[config.mk]
export PLATFORM = sky130hd
export DESIGN_NAME = tt_cam_buffer_ctrl
export DESIGN_NICKNAME = d
export VERILOG_FILES = /design/src/rtl/tt_cam_buffer_ctrl.sv
export SDC_FILE = /design/constraint.sdc
export NUM_CORES = 1
export LEC_CHECK = 0
export BUFFER_PORTS_ARGS = -buffer_cell sky130_fd_sc_hd__buf_2
export CAP_MARGIN = 20
export CORE_AREA = 8 8 301 303
export CTS_CLUSTER_DIAMETER = 30
export DETAILED_ROUTE_END_ITERATION = 8
export DIE_AREA = 0 0 309 311
export HOLD_SLACK_MARGIN = 0.12
export PLACE_DENSITY = 0.3
export SLEW_MARGIN = 10
export SYNTH_ARGS = -nofsm -noshare
export SYNTH_HDL_FRONTEND = slang
export SYNTH_SLANG_ARGS = --single-unit
[constraint.sdc]
create_clock -name i_clk -period 8.4 [get_ports i_clk]
set_input_delay 0.42 -clock i_clk [delete_from_list [all_inputs] [get_ports i_clk]]
set_output_delay 0.42 -clock i_clk [all_outputs]
set_load 0.01 [all_outputs]
[src/rtl/tt_cam_buffer_ctrl.sv]
// tt_cam_buffer_ctrl
//   Allocation/retirement controller for a CAM buffer instance. Entries are
//   allocated in ring order at the tail, filled later by ID, and retired in
//   order from the head once their data is valid. Supports drain and flush.
//
// Ports:
//   i_clk / i_reset_n              clock, async active-low reset
//   i_alloc_* / o_alloc_*          allocation handshake, tag in, ID out (tail)
//   i_fill_* / o_fill_err          data fill by ID, error pulse on illegal fill
//   o_retire_* / i_retire_ready    in-order retire of the head entry
//   i_drain_req / o_drain_done     block alloc until empty, pulse when done
//   i_flush                        discard all entries (one FLUSH cycle)
//   o_count                        occupied entries
//   o_write_tag_* / o_write_data_* CAM write ports
//   o_set/clear_*_valid            CAM valid-bit controls (one bit per entry)
//   i_broadside_*                  CAM broadside valid/value readback
//   o_perf_max_count               high-watermark of o_count
//
// Optional feature macro: TT_CAM_BUFFER_CTRL_PERF_EN (adds o_perf_max_count).
module tt_cam_buffer_ctrl #(
  parameter int TAG_WIDTH    = 32,
  parameter int DATA_WIDTH   = 32,
  parameter int ENTRIES      = 8,
  parameter int ENTRIES_LOG2 = $clog2(ENTRIES)
) (
  input  logic                                 i_clk,
  input  logic                                 i_reset_n,
  input  logic                                 i_alloc_valid,
  output logic                                 o_alloc_ready,
  input  logic [TAG_WIDTH-1:0]                 i_alloc_tag,
  output logic [ENTRIES_LOG2-1:0]              o_alloc_id,
  input  logic                                 i_fill_en,
  input  logic [ENTRIES_LOG2-1:0]              i_fill_id,
  input  logic [DATA_WIDTH-1:0]                i_fill_data,
  output logic                                 o_fill_err,
  output logic                                 o_retire_valid,
  input  logic                                 i_retire_ready,
  output logic [ENTRIES_LOG2-1:0]              o_retire_id,
  output logic [TAG_WIDTH-1:0]                 o_retire_tag,
  output logic [DATA_WIDTH-1:0]                o_retire_data,
  input  logic                                 i_drain_req,
  output logic                                 o_drain_done,
  input  logic                                 i_flush,
  output logic [ENTRIES_LOG2:0]                o_count,
  output logic                                 o_write_tag_en,
  output logic [ENTRIES_LOG2-1:0]              o_write_tag_addr,
  output logic [TAG_WIDTH-1:0]                 o_write_tag_value,
  output logic                                 o_write_data_en,
  output logic [ENTRIES_LOG2-1:0]              o_write_data_addr,
  output logic [DATA_WIDTH-1:0]                o_write_data_value,
  output logic [ENTRIES-1:0]                   o_set_tag_valid,
  output logic [ENTRIES-1:0]                   o_clear_tag_valid,
  output logic [ENTRIES-1:0]                   o_set_data_valid,
  output logic [ENTRIES-1:0]                   o_clear_data_valid,
  input  logic [ENTRIES-1:0]                   i_broadside_tag_valid,
  input  logic [ENTRIES-1:0]                   i_broadside_data_valid,
  input  logic [ENTRIES-1:0][TAG_WIDTH-1:0]    i_broadside_tag_value,
  input  logic [ENTRIES-1:0][DATA_WIDTH-1:0]   i_broadside_data_value
`ifdef TT_CAM_BUFFER_CTRL_PERF_EN
  ,
  output logic [ENTRIES_LOG2:0]                o_perf_max_count
`endif
);

  localparam int CW = ENTRIES_LOG2 + 1;

  typedef enum logic [1:0] {RUN, DRAIN, FLUSH} state_t;

  state_t                  state, state_nxt;
  logic [ENTRIES_LOG2-1:0] head, tail;
  logic [CW-1:0]           count, count_nxt;
  logic                    alloc_fire, retire_fire, fill_ok, fill_act;
  logic [ENTRIES-1:0]      head_oh, tail_oh, fill_oh;

  assign head_oh = ENTRIES'(1) << head;
  assign tail_oh = ENTRIES'(1) << tail;
  assign fill_oh = ENTRIES'(1) << i_fill_id;

  // Alloc: no bypass from a same-cycle retire, so a full buffer stalls
  // one cycle even while its head is retiring.
  assign o_alloc_ready     = (state == RUN) && (count != CW'(ENTRIES)) && !i_flush;
  assign alloc_fire        = i_alloc_valid && o_alloc_ready;
  assign o_alloc_id        = tail;
  assign o_write_tag_en    = alloc_fire;
  assign o_write_tag_addr  = tail;
  assign o_write_tag_value = i_alloc_tag;

  // Fill: legal only for an allocated entry whose data is not yet valid.
  assign fill_act           = i_fill_en && (state != FLUSH);
  assign fill_ok            = i_broadside_tag_valid[i_fill_id] && !i_broadside_data_valid[i_fill_id];
  assign o_write_data_en    = fill_act && fill_ok;
  assign o_fill_err         = fill_act && !fill_ok;
  assign o_write_data_addr  = i_fill_id;
  assign o_write_data_value = i_fill_data;

  // Retire from head once its data is valid.
  assign o_retire_valid = (state != FLUSH) && (count != '0) && i_broadside_data_valid[head] && !i_flush;
  assign retire_fire    = o_retire_valid && i_retire_ready;
  assign o_retire_id    = head;
  assign o_retire_tag   = i_broadside_tag_value[head];
  assign o_retire_data  = i_broadside_data_value[head];

  // Valid controls; alloc and retire/fill always hit distinct entries so ORing is safe.
  assign o_set_tag_valid    = alloc_fire ? tail_oh : '0;
  assign o_set_data_valid   = o_write_data_en ? fill_oh : '0;
  assign o_clear_tag_valid  = (state == FLUSH) ? '1 : (retire_fire ? head_oh : '0);
  assign o_clear_data_valid = (state == FLUSH) ? '1 :
                              ((retire_fire ? head_oh : '0) | (alloc_fire ? tail_oh : '0));

  assign o_count = count;

  always_comb begin
    count_nxt = count;
    if (state == FLUSH) begin
      count_nxt = '0;
    end else begin
      case ({alloc_fire, retire_fire})
        2'b10:   count_nxt = count + CW'(1);
        2'b01:   count_nxt = count - CW'(1);
        default: count_nxt = count;
      endcase
    end
  end

  always_comb begin
    state_nxt    = state;
    o_drain_done = 1'b0;
    case (state)
      RUN:   if (i_drain_req) state_nxt = DRAIN;
      DRAIN: if (count == '0) begin
               o_drain_done = 1'b1;
               state_nxt    = RUN;
             end
      FLUSH: state_nxt = RUN;
      default: state_nxt = RUN;
    endcase
    // Flush dominates everything, including a drain about to complete.
    if (i_flush) begin
      state_nxt    = FLUSH;
      o_drain_done = 1'b0;
    end
  end

  always_ff @(posedge i_clk or negedge i_reset_n) begin
    if (!i_reset_n) begin
      state <= RUN;
      head  <= '0;
      tail  <= '0;
      count <= '0;
    end else begin
      state <= state_nxt;
      count <= count_nxt;
      if (state == FLUSH) begin
        head <= '0;
        tail <= '0;
      end else begin
        if (alloc_fire)  tail <= tail + 1'b1;
        if (retire_fire) head <= head + 1'b1;
      end
    end
  end

`ifdef TT_CAM_BUFFER_CTRL_PERF_EN
  // High-watermark survives flush; only reset clears it.
  always_ff @(posedge i_clk or negedge i_reset_n) begin
    if (!i_reset_n)                   o_perf_max_count <= '0;
    else if (count_nxt > o_perf_max_count) o_perf_max_count <= count_nxt;
  end
`endif

endmodule
# Word-level counts from Yosys, hierarchy flattened
# Cells that the tools add are included.
# classes
add_sub_neg	4
magnitude_cmp	2
n_eq_ne	8
shift	3
muxes	28
bitwise	1
reduce_logical	21
# ops
operator	count
binary-select mux 32 bit (select 3 bit)	2
2-to-1 mux 32 bit	2
2-to-1 mux 8 bit	5
left shift 1 x 3 -> 8 bit, first input constant	3
2-to-1 mux 3 bit	4
logical AND 1 bit	11
binary-select mux 1 bit (select 3 bit)	3
< comparator 3 x 4 -> 1 bit, second input constant	2
bitwise OR 8 bit	1
one-hot mux 4 bit (2 select lines)	1
adder 3 x 1 -> 3 bit, second input constant	2
2-to-1 mux 1 bit	6
2-to-1 mux 2 bit	3
!= test 3 bit, second input constant	2
adder 4 x 1 -> 4 bit, second input constant	1
== test 2 x 1 -> 1 bit, second input constant	2
== test 2 bit, second input constant	2
zero test 4 bit	1
2-to-1 mux 4 bit	1
!= test 4 bit, second input constant	1
one-hot mux 2 bit (2 select lines)	1
nonzero test 2 bit	2
nonzero test 4 bit	1
subtractor 4 x 1 -> 4 bit, second input constant	1
5 further kinds	7
# word_totals
reg_bits	12
input_bits	602
out_inout_bits	182
word_cells	71

# Depth between registers and ports, before layout
# Gate-level depths: netlist (run 1).
# logic_depth
word_depth	8
mapped_depth	11
mapped_depth_nobuf	9

# Least setup slack after synthesis (run 1)
# OpenSTA, ideal clock, no wires.
# synth_timing
path_kind	reg2reg
start	register head[0], in the netlist o_retire_id[0]
end	register count[3], in the netlist o_count[3]
setup_ps	79
t_arrival_ps	2865
setup_slack_ps	5455
stages_incl_launch_ff	12
n_path_buf	2
period_less_slack_ps	2945
path_cell_list	dfrtp_1 -> buf_6 -> mux4_2 -> mux2_2 -> and2_4 -> buf_6 -> ha_1 -> ha_1 -> a21o_1 -> a21oi_1 -> mux2i_1 -> mux2i_1
# synth_between
elab_chain_cells	8
elab_cells_between_ends	10
classes_between	2 x eq/ne; 4 x mux; 4 x reduce/logical
# synth_rtl
element	line	text
start: declaration	70	logic [ENTRIES_LOG2-1:0] head, tail;
start signal: assignment	158	if (retire_fire) head <= head + 1'b1;
binary-select mux 1 bit (select 3 bit) *	97	assign o_retire_valid = (state != FLUSH) && (count != '0) && i_broadside_data_valid[head] && !i_flush;
2-to-1 mux 1 bit (implied by the code) *	97	
logical AND 1 bit * (2 in series)	97	
logical AND 1 bit *	98	assign retire_fire = o_retire_valid && i_retire_ready;
== test 2 x 1 -> 1 bit / == test 2 bit (equally long branches)	117	case ({alloc_fire, retire_fire})
one-hot mux 4 bit (2 select lines)	117	
2-to-1 mux 4 bit	114	if (state == FLUSH) begin
end signal: assignment	152	count <= count_nxt;
end: declaration	71	logic [CW-1:0] count, count_nxt;
# Every way passes the cells marked *; elsewhere a longest branch is shown, timed or not. The select of a mux whose other input is x is not followed.
# A chain may end at the register's enable or synchronous reset.

# Worst setup path in the final report (run 1)
# layout_timing
start	register head[0], in the netlist o_retire_id[0]
end	output o_retire_data[11]
# layout_between
elab_chain_cells	2
# layout_rtl
element	line	text
binary-select mux 32 bit (select 3 bit)	101	assign o_retire_data = i_broadside_data_value[head];
2-to-1 mux 32 bit (implied by the code)	101	
end: declaration	40	output logic [DATA_WIDTH-1:0] o_retire_data,
# No other way between the ends. The select of a mux whose other input is x is not followed.

==> out/qor.yml, run 1 <==
run_status:
  status: "finished, final reports clean"
synth:
  syn_nets: 1197
  synth_ff_type: "dfrtp_1"
  synth-edff-count: 0
  synth-seq-area-share_pct: 5.28
  synth_compound_area_share_pct: 3.99
  yosysWarnings: 0
  yosys.area_share.adder_pct: 3.65
  yosys.area_share.simple_pct: 18.8
  yosys.area.top_type: "mux4_2"
  netlist_area_mm2: 0.00568
  synth_area_leaders: "mux4_2, nand2_1, buf_4"
  synth_top_area_share_pct: 52.7
  synth.distinct_cells: 42
  postSynthCellCount: 579
  synth_xor_area_share_pct: 0.308
  synthArstFlopShare_pct: 100
  muxShareOfSynthArea_pct: 53.8
  synth_top_family_by_area: "multiplexers"
  ys_ff_latch: 12
  avgSynthCellArea_um2: 9.82
cts:
  clk_latency_ns: 0.24
  cts_buffer_depth: 2
  clkSinkCount: 12
  root_buffer: "clkbuf_16"
  clk_pin_slew_ns: 0.04
  cts_tree: "yes"
  cts-htree-levels: 1
  cts_buffers: 3
placement:
  globalplace.congestion: 0.913
  hpwl_um: 52100
  io_buffers: 655
worst_setup_path:
  rrSetupSlack_ns: 4.71
  path_delay_family: "buffers and inverters"
  arrival_ns: 3.49
  worstPathRequired_ns: 7.98
  endpoint_kind: "output port"
  cp_slowest_cell: "dfrtp_4"
  worst-setup-path-type: "flop to output port"
  crit_chain: "buf_4, buf_4, mux4_2, nand2_1, nand2_1, buf_2"
  start_kind: "flop"
  worstPathMaxFanout: 40
  slowest_delay_ns: 0.84
  critPathBufInv: 3
drt:
  via_per_inst: 3.26
  ant_nets: 0
  drc_errors: 0
  vias: 7456
  finalWirelength_um: 57300
  avgRoutedWirePerCell_um: 25.1
  drtIter0Drc: 510
  dr.pass1.iters: 5
die:
  die_h_um: 311
  std_cell_rows: 108
  die_area_mm2: 0.0961
  top_level_ports: 784
  initial_core_util_pct: 6.61
  fp.dieW_um: 309
  coreArea_mm2: 0.0859
final_layout:
  drive_above_1_share_pct: 72.5
  finalNetCount: 1742
  area_growth_pct: 72.9
  final_core_util_pct: 11.4
  mostFrequentLayoutCell: "buf_2"
  final_cell_mix: "buf_2, nand2_1, mux4_2"
global_routing:
  grt_pass1_vias: 8298
  antenna_found_initial: 42
  grt_max_degree: 67
  grt-ovfl-total: 0
  grtUsageTotal_pct: 11.2
  grt_pass1_wl_um: 75400
timing:
  finalCriticalPeriod_ns: 3.91
  rsz0062_at_grt: "no"
  slew-limit-headroom_pct: 36.7
  setup_violations: 0
  hold_violations: 0
  slew_viol_final: 0
  worst_pin_slew_ns: 0.949
  fin_crit_sh_pct: 46.6
  skew_ns: 0.00235
  setup_tns_ns: 0
  max_freq_mhz: 256
flow_run:
  drv_cap: 0
power:
  power.static_leakage_nw: 4.57
  power.density_mw_per_mm2: 57.5
  ir_worst_vdd_mv: 0.0581
worst_hold_path:
  min_path_type: "input pin to flop"
-- report_power, final --
| part | total (mW) | switching, mW | internal (mW) |
|---|---|---|---|
| clock network | 0.0977 | 0.0257 | 0.0719 |
| registers | 0.0693 | 0.00889 | 0.0604 |
| logic | 0.398 | 0.193 | 0.206 |
| total | 0.565 | 0.227 | 0.338 |
-- cell type report --
class                           instances  area (µm²)
Antenna cell                            8        20.0
Timing Repair Buffer                  663        3340
Inverter                               11        43.8
Fill cell                           10087       76100
Multi-Input combinational cell        433        4580
Clock buffer                            4        88.8
Sequential cell                        12         312
Tap cell                             1155        1450
-- layer usage --
layer	up-vias	share of wire, %	GRT usage, %
li1	3203	-	-
met1	3607	40	13.6
met2	504	47	18.7
met5	-	0.25	0
met4	22	2.5	2.86
met3	120	10	4.09
-- metrics by stage --
step	hold WS [ns]	power, mW	instances	worst slack (ns)	area, µm²
floorplan	0.124	0.261	579	5.46	5680
global placement	0.333	0.479	2273	4.57	9710
detailed placement	0.333	0.480	2273	4.50	9710
CTS	0.378	0.581	2278	4.24	9810
global route	0.379	0.608	2284	4.06	9820
finish	0.385	0.565	2286	4.49	9830
-- flip-flops by register name, indices dropped and copies added (netlist names) --
name,count
o_alloc_id,3
o_count,4
o_retire_id,3
state,2
-- final timing paths --
| path | startpoint | end | cells after the start |
|---|---|---|---|
| worst max-delay path | o_retire_id[0] | o_retire_data[11] | 6 |
| worst min-delay path | i_flush | state[1] | 1 |
| worst max register to register | o_retire_id[2] | o_count[3] | 10 |
| worst min register to register | state[1] | state[0] | 1 |
| max in group asynchronous | i_reset_n | o_retire_id[1] | 2 |
| min in group asynchronous | i_reset_n | o_retire_id[2] | 2 |
-- cell usage after synthesis (3+ instances only) --
cell,instances
ha_1,15
buf_2,14
a21oi_1,3
dfrtp_1,12
and2_1,3
nor4_1,3
nor4b_1,5
mux2i_1,5
nor3_1,3
buf_6,3
and3_1,5
a211o_1,8
mux4_2,133
clkbuf_1,32
a21o_1,9
and3_4,5
buf_1,4
inv_1,10
buf_4,70
nand2_1,200
nor2_1,10
-- cells by family after synthesis --
kind of cell,Yosys count
adder cells (fa/ha/maj),16
flip-flops,12
buffers and inverters,134
AND/OR/NAND/NOR,247
AO/OA/AOI/OAI,29
XOR/XNOR,2
multiplexers,139
-- what timing repair did --
action	in CTS	in global routing
gates resized for setup	0	0
hold endpoints to repair	12	0
hold buffers	1	0
buffers inserted	0	0
-- worst register-to-register path: cells and delay by family, from the launching register on --
| kind | cells | cell delay, ns |
|---|---|---|
| DFF | 1 | 0.65 |
| AOI/OAI and AO/OA | 2 | 0.36 |
| adders and majority gates | 2 | 0.55 |
| muxes | 4 | 1.18 |
| and+or+nand+nor | 1 | 0.19 |
| buffers and inverters | 1 | 0.68 |
Power figures use the tool's default switching activity.
==> inputs of run 2 (changes only) <==
--- a/config.mk
+++ b/config.mk
@@ -5,14 +5,15 @@
 export SDC_FILE = /design/constraint.sdc
 export NUM_CORES = 1
 export LEC_CHECK = 0
+export ABC_AREA = 1
 export BUFFER_PORTS_ARGS = -buffer_cell sky130_fd_sc_hd__buf_2
 export CAP_MARGIN = 20
-export CORE_AREA = 8 8 301 303
+export CORE_AREA = 8 8 302 304
 export CTS_CLUSTER_DIAMETER = 30
 export DETAILED_ROUTE_END_ITERATION = 8
-export DIE_AREA = 0 0 309 311
+export DIE_AREA = 0 0 310 312
 export HOLD_SLACK_MARGIN = 0.12
-export PLACE_DENSITY = 0.3
+export PLACE_DENSITY = 0.32
 export SLEW_MARGIN = 10
 export SYNTH_ARGS = -nofsm -noshare
 export SYNTH_HDL_FRONTEND = slang
==> constraint.sdc (replaced) <==
create_clock -name i_clk -period 3.14 [get_ports i_clk]
set_input_delay 0.157 -clock i_clk [delete_from_list [all_inputs] [get_ports i_clk]]
set_output_delay 0.157 -clock i_clk [all_outputs]
set_load 0.01 [all_outputs]
==> out/qor.yml, run 2 <==
power:
  power.density_mw_per_mm2: 143
  pwr-share-seq_pct: 12.1
  clkPwrFrac_pct: 18.3
  ir_worst_vdd_mv: 0.119
  switching_power_mw: 0.660
  power.static_leakage_nw: 5.30
  sw_frac_of_total_pct: 45.0
  p_comb_share_pct: 69.7
  p_int_mw: 0.808
cts:
  cts_tree: "yes"
  clkSinkCount: 12
  cts_buffers: 3
  cts-htree-levels: 1
  clk_latency_ns: 0.24
  cts_resized: 0
  clk_pin_slew_ns: 0.05
  cts_buffer_depth: 2
  root_buffer: "clkbuf_16"
placement:
  hpwl_um: 47200
  place_inst: 2872
  globalplace.congestion: 0.796
  io_buffers: 655
global_routing:
  grt_max_degree: 106
  grt_pass1_vias: 11061
  top_usage_layer: "met2"
  grt-ovfl-total: 0
  grt_pass1_wl_um: 76500
  antenna_found_initial: 9
  met2_usage_pct: 18.4
  gr-usage-met1_pct: 11.9
  grtUsageTotal_pct: 10.5
  met3_usage_pct: 4.29
timing:
  finalCriticalPeriod_ns: 2.56
  slew_viol_final: 0
  slew-limit-headroom_pct: 54.1
  holdWs_ns: 0.153
  rsz0062_at_grt: "no"
  max_freq_mhz: 390
  setup_tns_ns: 0
  setup_violations: 0
  worst_pin_slew_ns: 0.682
  hold_violations: 0
  skew_ns: 0.00197
  fin_crit_sh_pct: 81.6
synth:
  yosys.area.top_type: "o21ai_0"
  ys_ff_latch: 12
  netlist_area_mm2: 0.00620
  synthArstFlopShare_pct: 100
  synth-seq-area-share_pct: 4.85
  synth-edff-count: 0
  synth_most_common_cell: "nor2_1"
  synth_area_leaders: "o21ai_0, nor2_1, nand2_1"
  synth_common_cells: "nor2_1, nand2_1, o21ai_0"
  synth_top_area_share_pct: 20.3
  synth_ff_type: "dfrtp_1"
  syn_nets: 1838
  avgSynthCellArea_um2: 5.08
  synth.distinct_cells: 31
  postSynthCellCount: 1220
  yosysWarnings: 0
final_layout:
  mostFrequentLayoutCell: "buf_2"
  drive_above_1_share_pct: 40.6
  area_growth_pct: 65.3
  finalNetCount: 2342
  final_core_util_pct: 11.9
  largest_register_ffs: 4
  multi_input_area_mm2: 0.00471
  final_cell_mix: "buf_2, nor2_1, nand2_1"
  stdcell_count: 2879
  fillers: 10480
  regArea_um2: 312
worst_setup_path:
  path_delay_family: "compound AO/OA/AOI/OAI gates"
  worstPathMaxFanout: 96
  worstPathRequired_ns: 2.98
  worst-setup-path-type: "flop to output port"
  crit_chain: "inv_4, buf_12, o21ai_0, o22ai_1, nand2_1, nand2_1, buf_2"
  slowest_delay_ns: 0.54
  arrival_ns: 2.40
  cp_slowest_cell: "dfrtp_4"
  rrSetupSlack_ns: 0.67
  endpoint_kind: "output port"
  start_kind: "flop"
  crit_top_cell: "nand2_1"
  critPathBufInv: 3
worst_hold_path:
  min_path_type: "input pin to flop"
drt:
  via_per_inst: 3.61
  drtIter0Drc: 526
  vias: 10396
  ant_nets: 0
  finalWirelength_um: 56000
  dr.pass1.iters: 5
  avgRoutedWirePerCell_um: 19.4
  drc_errors: 0
run_status:
  status: "finished, final reports clean"
die:
  std_cell_rows: 108
  initial_core_util_pct: 7.19
  top_level_ports: 784
  fp.dieW_um: 310
  coreArea_mm2: 0.0862
  die_h_um: 312
  die_area_mm2: 0.0967
flow_run:
  drv_cap: 0
==> run 2: cell count changes in the layout (fill, tap and decap cells not counted), moves of 20 or more <==
cell,change
inv_1,+22
mux4_2,-133
nand2_1,+62
nand3_1,+20
nor2_1,+265
o21ai_0,+251
o22ai_1,+129
==> run 2: final timing paths <==
kind,cells after the start,start,endpoint
setup / recovery,7,o_retire_id[1],o_retire_data[16]
hold / removal,2,i_drain_req,state[0]
setup reg to reg,13,o_retire_id[0],o_count[3]
hold reg to reg,1,o_count[0],o_count[0]
max in group asynchronous,2,i_reset_n,o_retire_id[1]
min in group asynchronous,2,i_reset_n,o_count[1]
==> run 2: cells by family after synthesis <==
kind of cell	Yosys count	synth area share, %
XOR/XNOR	2	0.283
AO/OA/AOI/OAI	397	34.9
buffers and inverters	210	19.1
flip-flops	12	4.85
adder cells (fa/ha/maj)	16	3.35
AND/OR/NAND/NOR	583	37.6
==> run 2: routing by layer <==
metal | up-vias | part of all wire (%)
met5 | - | 0.098
met2 | 558 | 48
met3 | 56 | 11
met1 | 4724 | 39
met4 | 8 | 2.3
li1 | 5050 | -
==> run 2: through the flow <==
step | setup slack [ns] | cell area, µm² | power, mW
6_report | 0.578 | 10200 | 1.47
5_1_grt | 0.397 | 10200 | 1.60
4_1_cts | 0.614 | 10200 | 1.51
3_5_place_dp | 0.681 | 10100 | 1.22
3_3_place_gp | 0.699 | 10100 | 1.23
2_1_floorplan | 0.822 | 6200 | 0.676
==> run 2: timing repair <==
item,CTS,global route
hold buffers,2,0
buffers inserted,0,0
endpoints found under the hold margin,13,0
==> run 2: worst reg2reg max path: cells and delay by family, from the launching register on <==
kind	cells	cell delay, ns
buffers and inverters	2	0.36
AOI/OAI and AO/OA	1	0.26
adders and majority gates	2	0.50
and+or+nand+nor	8	0.68
DFF	1	0.57
==> run 2: power groups by stage <==
stage	combinational, mW	clock (mW)	sequential (mW)
after floorplan	0.499	0	0.177
after global placement	1.05	0	0.180
after detailed placement	1.04	0	0.180
after CTS	1.05	0.278	0.178
after global routing	1.14	0.284	0.179
final	1.02	0.268	0.177
==> run 2: final cells by class <==
class	instances	area share, %
antenna	1	0.0244
inverter	35	1.40
clock buffer	4	0.867
sequential	12	3.04
timing repair buffer	674	34.5
multi-input combinational	998	46.0
tap	1155	14.1
